**config.mk**
```make
export PLATFORM = sky130hd
export DESIGN_NAME = fifo_stream_reader
export DESIGN_NICKNAME = d
export VERILOG_FILES = /design/src/rtl/fifo_stream_reader_pkg.sv /design/src/rtl/stream_skid_buf.sv /design/src/rtl/fifo_stream_reader.sv
export SDC_FILE = /design/constraint.sdc
export NUM_CORES = 1
export LEC_CHECK = 0
export ABC_CLOCK_PERIOD_IN_PS = 5050
export CORE_UTILIZATION = 47
export DETAILED_ROUTE_END_ITERATION = 10
export HOLD_SLACK_MARGIN = 0.08
export PLACE_DENSITY = 0.76
export SLEW_MARGIN = 30
export SYNTH_ARGS = -nofsm -noshare
export SYNTH_HDL_FRONTEND = slang
export SYNTH_SLANG_ARGS = --single-unit
```
**constraint.sdc**
```tcl
create_clock -name clk -period 5.05 [get_ports clk]
set_input_delay 1.01 -clock clk [delete_from_list [all_inputs] [get_ports clk]]
set_output_delay 1.01 -clock clk [all_outputs]
set_load 0.1 [all_outputs]
```
**src/rtl/fifo_stream_reader_pkg.sv**
```systemverilog
// Shared definitions for the FIFO drain-side stream reader.
// State encoding and skid buffer sizing used by fifo_stream_reader and stream_skid_buf.
package fifo_stream_reader_pkg;

  typedef enum logic [1:0] {
    ST_IDLE  = 2'd0,
    ST_RUN   = 2'd1,
    ST_DRAIN = 2'd2,
    ST_DONE  = 2'd3
  } state_t;

  localparam int SKID_DEPTH = 2;
  localparam int OCC_W      = $clog2(SKID_DEPTH + 1);
  localparam int FLIGHT_W   = OCC_W + 1;

endpackage

```
**src/rtl/stream_skid_buf.sv**
```systemverilog
// Two-entry skid buffer with head-slot output; push and pop may coincide.
// With FIFO_STREAM_READER_LAST_EN defined, a one-bit tag travels with each entry.
module stream_skid_buf
  import fifo_stream_reader_pkg::*;
#(
  parameter int DATA_WIDTH = 64
) (
  input  logic                  clk,
  input  logic                  rst,
  input  logic                  push,
  input  logic [DATA_WIDTH-1:0] push_data,
`ifdef FIFO_STREAM_READER_LAST_EN
  input  logic                  push_tag,
  output logic                  head_tag,
`endif
  input  logic                  pop,
  output logic [OCC_W-1:0]      occupancy,
  output logic                  valid,
  output logic [DATA_WIDTH-1:0] head_data
);

  logic [DATA_WIDTH-1:0] slot0;
  logic [DATA_WIDTH-1:0] slot1;
  logic                  pop_ok;

  assign pop_ok    = pop && (occupancy != '0);
  assign valid     = (occupancy != '0);
  assign head_data = slot0;

  // slot0 is always the head; slot1 only holds data when two entries are live
  always_ff @(posedge clk) begin
    if (rst) begin
      occupancy <= '0;
      slot0     <= '0;
      slot1     <= '0;
    end else begin
      case (occupancy)
        OCC_W'(0): begin
          if (push) slot0 <= push_data;
        end
        OCC_W'(1): begin
          if (push && pop_ok) slot0 <= push_data;
          else if (push)      slot1 <= push_data;
        end
        default: begin
          if (pop_ok) begin
            slot0 <= slot1;
            if (push) slot1 <= push_data;
          end
        end
      endcase
      occupancy <= occupancy + OCC_W'(push) - OCC_W'(pop_ok);
    end
  end

`ifdef FIFO_STREAM_READER_LAST_EN
  logic tag0;
  logic tag1;

  assign head_tag = tag0;

  always_ff @(posedge clk) begin
    if (rst) begin
      tag0 <= 1'b0;
      tag1 <= 1'b0;
    end else begin
      case (occupancy)
        OCC_W'(0): begin
          if (push) tag0 <= push_tag;
        end
        OCC_W'(1): begin
          if (push && pop_ok) tag0 <= push_tag;
          else if (push)      tag1 <= push_tag;
        end
        default: begin
          if (pop_ok) begin
            tag0 <= tag1;
            if (push) tag1 <= push_tag;
          end
        end
      endcase
    end
  end
`endif

  assert property (@(posedge clk) disable iff (rst)
    occupancy <= OCC_W'(SKID_DEPTH));

  assert property (@(posedge clk) disable iff (rst)
    !(push && !pop_ok && (occupancy == OCC_W'(SKID_DEPTH))));

endmodule

```
**src/rtl/fifo_stream_reader.sv**
```systemverilog
// Drains a burst of words from a synchronous FIFO and presents them as a valid/ready stream.
// Optional m_last output is enabled by defining FIFO_STREAM_READER_LAST_EN.
module fifo_stream_reader
  import fifo_stream_reader_pkg::*;
#(
  parameter int DATA_WIDTH = 64,
  parameter int LEN_WIDTH  = 16
) (
  input  logic                  clk,
  input  logic                  rst,
  input  logic                  start,
  input  logic [LEN_WIDTH-1:0]  burst_len,
  output logic                  busy,
  output logic                  done,
  input  logic                  fifo_empty,
  output logic                  fifo_rd_cs,
  output logic                  fifo_rd_en,
  input  logic [DATA_WIDTH-1:0] fifo_data,
  output logic                  m_valid,
`ifdef FIFO_STREAM_READER_LAST_EN
  output logic                  m_last,
`endif
  input  logic                  m_ready,
  output logic [DATA_WIDTH-1:0] m_data
);

  state_t                state;
  logic [LEN_WIDTH-1:0]  remaining;
  logic                  rd_pending_p1;
  logic                  pop;
  logic [OCC_W-1:0]      occupancy;
  logic [FLIGHT_W-1:0]   in_flight;

  assign pop = m_valid && m_ready;

  // Words that will sit in the skid buffer after this edge: current entries,
  // plus the read whose data lands now, minus the word leaving downstream.
  assign in_flight = FLIGHT_W'(occupancy) + FLIGHT_W'(rd_pending_p1) - FLIGHT_W'(pop);

  assign fifo_rd_en = (state == ST_RUN) && !fifo_empty && (remaining != '0)
                      && (in_flight < FLIGHT_W'(SKID_DEPTH));
  assign fifo_rd_cs = fifo_rd_en;

  // Control FSM: busy/done are registered alongside the state
  always_ff @(posedge clk) begin
    if (rst) begin
      state     <= ST_IDLE;
      remaining <= '0;
      busy      <= 1'b0;
      done      <= 1'b0;
    end else begin
      case (state)
        ST_IDLE: begin
          done <= 1'b0;
          if (start) begin
            remaining <= burst_len;
            if (burst_len == '0) begin
              state <= ST_DONE;
              done  <= 1'b1;
            end else begin
              state <= ST_RUN;
              busy  <= 1'b1;
            end
          end
        end
        ST_RUN: begin
          if (fifo_rd_en) begin
            remaining <= remaining - LEN_WIDTH'(1);
            if (remaining == LEN_WIDTH'(1)) state <= ST_DRAIN;
          end
        end
        ST_DRAIN: begin
          if (in_flight == '0) begin
            state <= ST_DONE;
            busy  <= 1'b0;
            done  <= 1'b1;
          end
        end
        ST_DONE: begin
          state <= ST_IDLE;
          done  <= 1'b0;
        end
      endcase
    end
  end

  // Stage p1: FIFO read latency; data for a read issued last cycle is on fifo_data now
  always_ff @(posedge clk) begin
    if (rst) rd_pending_p1 <= 1'b0;
    else     rd_pending_p1 <= fifo_rd_en;
  end

`ifdef FIFO_STREAM_READER_LAST_EN
  logic last_pending_p1;
  logic head_tag;

  always_ff @(posedge clk) begin
    if (rst) last_pending_p1 <= 1'b0;
    else     last_pending_p1 <= fifo_rd_en && (remaining == LEN_WIDTH'(1));
  end

  assign m_last = m_valid && head_tag;
`endif

  // Stage p2: skid buffer absorbs reads that were in flight when ready dropped
  stream_skid_buf #(
    .DATA_WIDTH (DATA_WIDTH)
  ) u_skid (
    .clk       (clk),
    .rst       (rst),
    .push      (rd_pending_p1),
    .push_data (fifo_data),
`ifdef FIFO_STREAM_READER_LAST_EN
    .push_tag  (last_pending_p1),
    .head_tag  (head_tag),
`endif
    .pop       (pop),
    .occupancy (occupancy),
    .valid     (m_valid),
    .head_data (m_data)
  );

endmodule

```
==> qor.csv <==
stage;metric;value;unit
outcome;status;finished clean;
floorplan;Core ar.;13900;um^2
sta;Slew HR;31.7;%
drt;vias;5840;
global_route;GR Util All Layers;22.6;%
floorplan;Die X;122;um
final_layout;NumNets Final;989;
sta;max-slew violation count;0;
yosys;top cells by area, synth;dfxtp_1, mux2i_1, nand2_1, a211oi_1, a21oi_1;
clocking;cts bufs inserted;17;
worst_setup_path;CP required;4040;ps
drt;DR WL/cell;15.1;um
sta;final setup fails;0;
clocking;total clock sinks;151;
yosys;Avg Inst Size Synth;8.70;um^2
worst_hold_path;Hold Startpoint;u_skid.slot1[53]$_SDFFE_PP0P_;
worst_setup_path;critical-path cell list;clkdlybuf4s50_1 -> and2_1 -> ha_1 -> inv_1 -> ha_1 -> inv_1 -> fa_1 -> nand3b_1 -> nand2b_1 -> a21oi_2 -> buf_12;
floorplan;Initial Utilization;48.3;%
yosys;Synth cell types;56;
drt;First DRT Iteration DRCs;367;
final_layout;Area Growth Syn to Fin;31.9;%
drt;Antenna Nets Post-Route;0;
placement;Final GP Congestion;0.826;
global_route;total grt overflow;0;
worst_setup_path;Worst Setup Path Type;primary input to output pin;
worst_setup_path;max incr delay on CP;520;ps
yosys;sequential element share of the synthesized area;44.9;%
clocking;postcts setup bufs;0;
run;Max Cap Viol;0;
clocking;Clock Latency Late Sink;420;ps
global_route;vias in the first global route;5415;
drt;DR DRC count;0;
worst_setup_path;Worst Path Arrival;3530;ps
sta;Slew @ Worst Pin;1020;ps
drt;Total Wirelength;16400;um
placement;Port Buf Inserts;153;
yosys;number of enable-type register cells in the synthesized netlist;0;
yosys;Most used DFF post-synth;dfxtp_1;
worst_setup_path;Crit Path Max Fanout;4;
worst_hold_path;Worst Hold End;u_skid.slot1[53]$_SDFFE_PP0P_;
yosys;YS warnings;0;
sta;Setup TNS;0;ps
worst_setup_path;R2R Path Start;u_skid.occupancy[1]$_SDFF_PP0_;
clocking;cts hold-fix bufs;0;
floorplan;Die Ht;122;um
clocking;post-CTS sizing;0;
worst_setup_path;slack of the worst reg-to-reg path;1760;ps
yosys;Synth top area share;44.9;%
yosys;synthesized flop and latch total;151;
yosys;mapped cell area;6730;um^2
sta;fin crit share;89.8;%
clocking;CTS root buf;clkbuf_16;
worst_setup_path;CP max stage cell;fa_1;
worst_setup_path;FF-to-FF End;state[0]$_SDFFE_PP0P_;
final_layout;post-route insts no fill;1086;
yosys;count leader, synth;dfxtp_1;
yosys;cell accounting for the most synthesized area;dfxtp_1;
final_layout;share of layout cells above drive strength 1;6.84;%
sta;Final Hold Viols;0;
worst_hold_path;Hold Path Class;flop to flop;
yosys;post-synthesis net count;869;
worst_hold_path;Min-Delay Path Depth;2;
global_route;initial antenna violation count;0;
clocking;H-tree depth;4;
clocking;Worst-path clk slew;60;ps
global_route;pin count of the biggest net entering global routing;109;
sta;unrepaired setup endpoints after global routing;no;
yosys;Async SR Flop Fraction;0;%
placement;Placed Instances;1055;
yosys;Commonest cells post-synth;dfxtp_1, nand2_1, a21oi_1;
clocking;CTS tree;done;
clocking;maximum clock path buffer count;2;
worst_setup_path;Critical Path End Type;output pin;
floorplan;I/O pins;154;
floorplan;Row Count;43;
sta;minimum clock period;4540;ps
yosys;Gate Count Post-Synth;774;
floorplan;die footprint;14800;um^2
final_layout;n_diodes;0;
global_route;first-pass GRT wire length;26500;um
worst_setup_path;worst reg-to-reg path cell count;12;
placement;Detail Placement HPWL;10200;um
drt;routed vias/inst;5.38;
sta;Worst Skew;8.61;ps
worst_setup_path;startpoint class of the critical path;primary input;
drt;drt pass-1 iters;4;
sta;Fmax;220;MHz
==> layout make-up <==
type | count | area (um^2)
fillers | 1159 | 5060
clock inverters | 8 | 121
well taps | 180 | 225
flip-flops and latches | 151 | 3030
repair buffers | 162 | 1620
inverters | 11 | 41.3
multi-input cells | 551 | 3350
clock buffers | 23 | 488
==> flip-flops by register name (all words and copies together) (netlist names) <==
signal	count
u_skid.slot1	64
busy	1
rd_pending_p1	1
remaining	16
state	2
u_skid.head_data	64
done	1
u_skid.occupancy	2
==> layout by cell type, fill, tap and decap left out, types with 10 or more instances in the layout <==
| cell | instances |
|---|---|
| nand2_1 | 137 |
| a211oi_1 | 64 |
| nand2b_1 | 12 |
| clkdlybuf4s50_1 | 150 |
| a21oi_1 | 87 |
| dfxtp_1 | 150 |
| clkbuf_16 | 17 |
| mux2i_1 | 71 |
| inv_1 | 10 |
| nor2_1 | 77 |
==> metal layers <==
metal	vias up	wire (um)	global-route usage, %
met3	22	898	6.09
met1	2692	7360	28.3
li1	2952	-	-
met4	0	331	7.95
met2	174	7770	37.2
met5	-	0	0
==> how the worst max path moves through the flow <==
stage	depth (start not counted)	end	from	slack [ps]
floorplan	12	fifo_rd_en	u_skid.occupancy[1]$_SDFF_PP0_	160
finish	11	fifo_rd_cs	m_ready	510
global placement	11	fifo_rd_cs	m_ready	570
global route	11	fifo_rd_en	m_ready	310
CTS	11	fifo_rd_cs	m_ready	500
detailed placement	11	fifo_rd_en	m_ready	500
==> critical path: cells and delay by family <==
family / cells / cell delay [ps]
fa+ha+maj: 3 / 920
compound gates: 1 / 310
simple gates: 3 / 490
buf+inv: 4 / 780
==> logic make-up (layout without fill, tap and decap cells) <==
kind of cell | count (synthesis) | in the layout | synth area share, %
XOR/XNOR | 1 | 1 | 0.242
multiplexers | 71 | 71 | 10.6
flip-flops | 151 | 151 | 44.9
AND/OR/NAND/NOR | 281 | 281 | 18.9
buffers and inverters | 72 | 204 | 5.52
AO/OA/AOI/OAI | 188 | 188 | 17.9
adder cells (fa/ha/maj) | 10 | 10 | 1.97
==> stage by stage <==
step	utilization (%)	setup slack [ps]	area [um^2]	hold WS (ps)
final	63.7	514	8880	453
after global placement	59.3	567	8260	441
after detailed placement	59.3	504	8270	446
after floorplan	-	160	6730	436
after global routing	63.7	314	8880	467
after CTS	63.7	496	8880	454
Power is not shown: default switching activity piles up to over one toggle a cycle in this logic, so the estimate is an artifact.
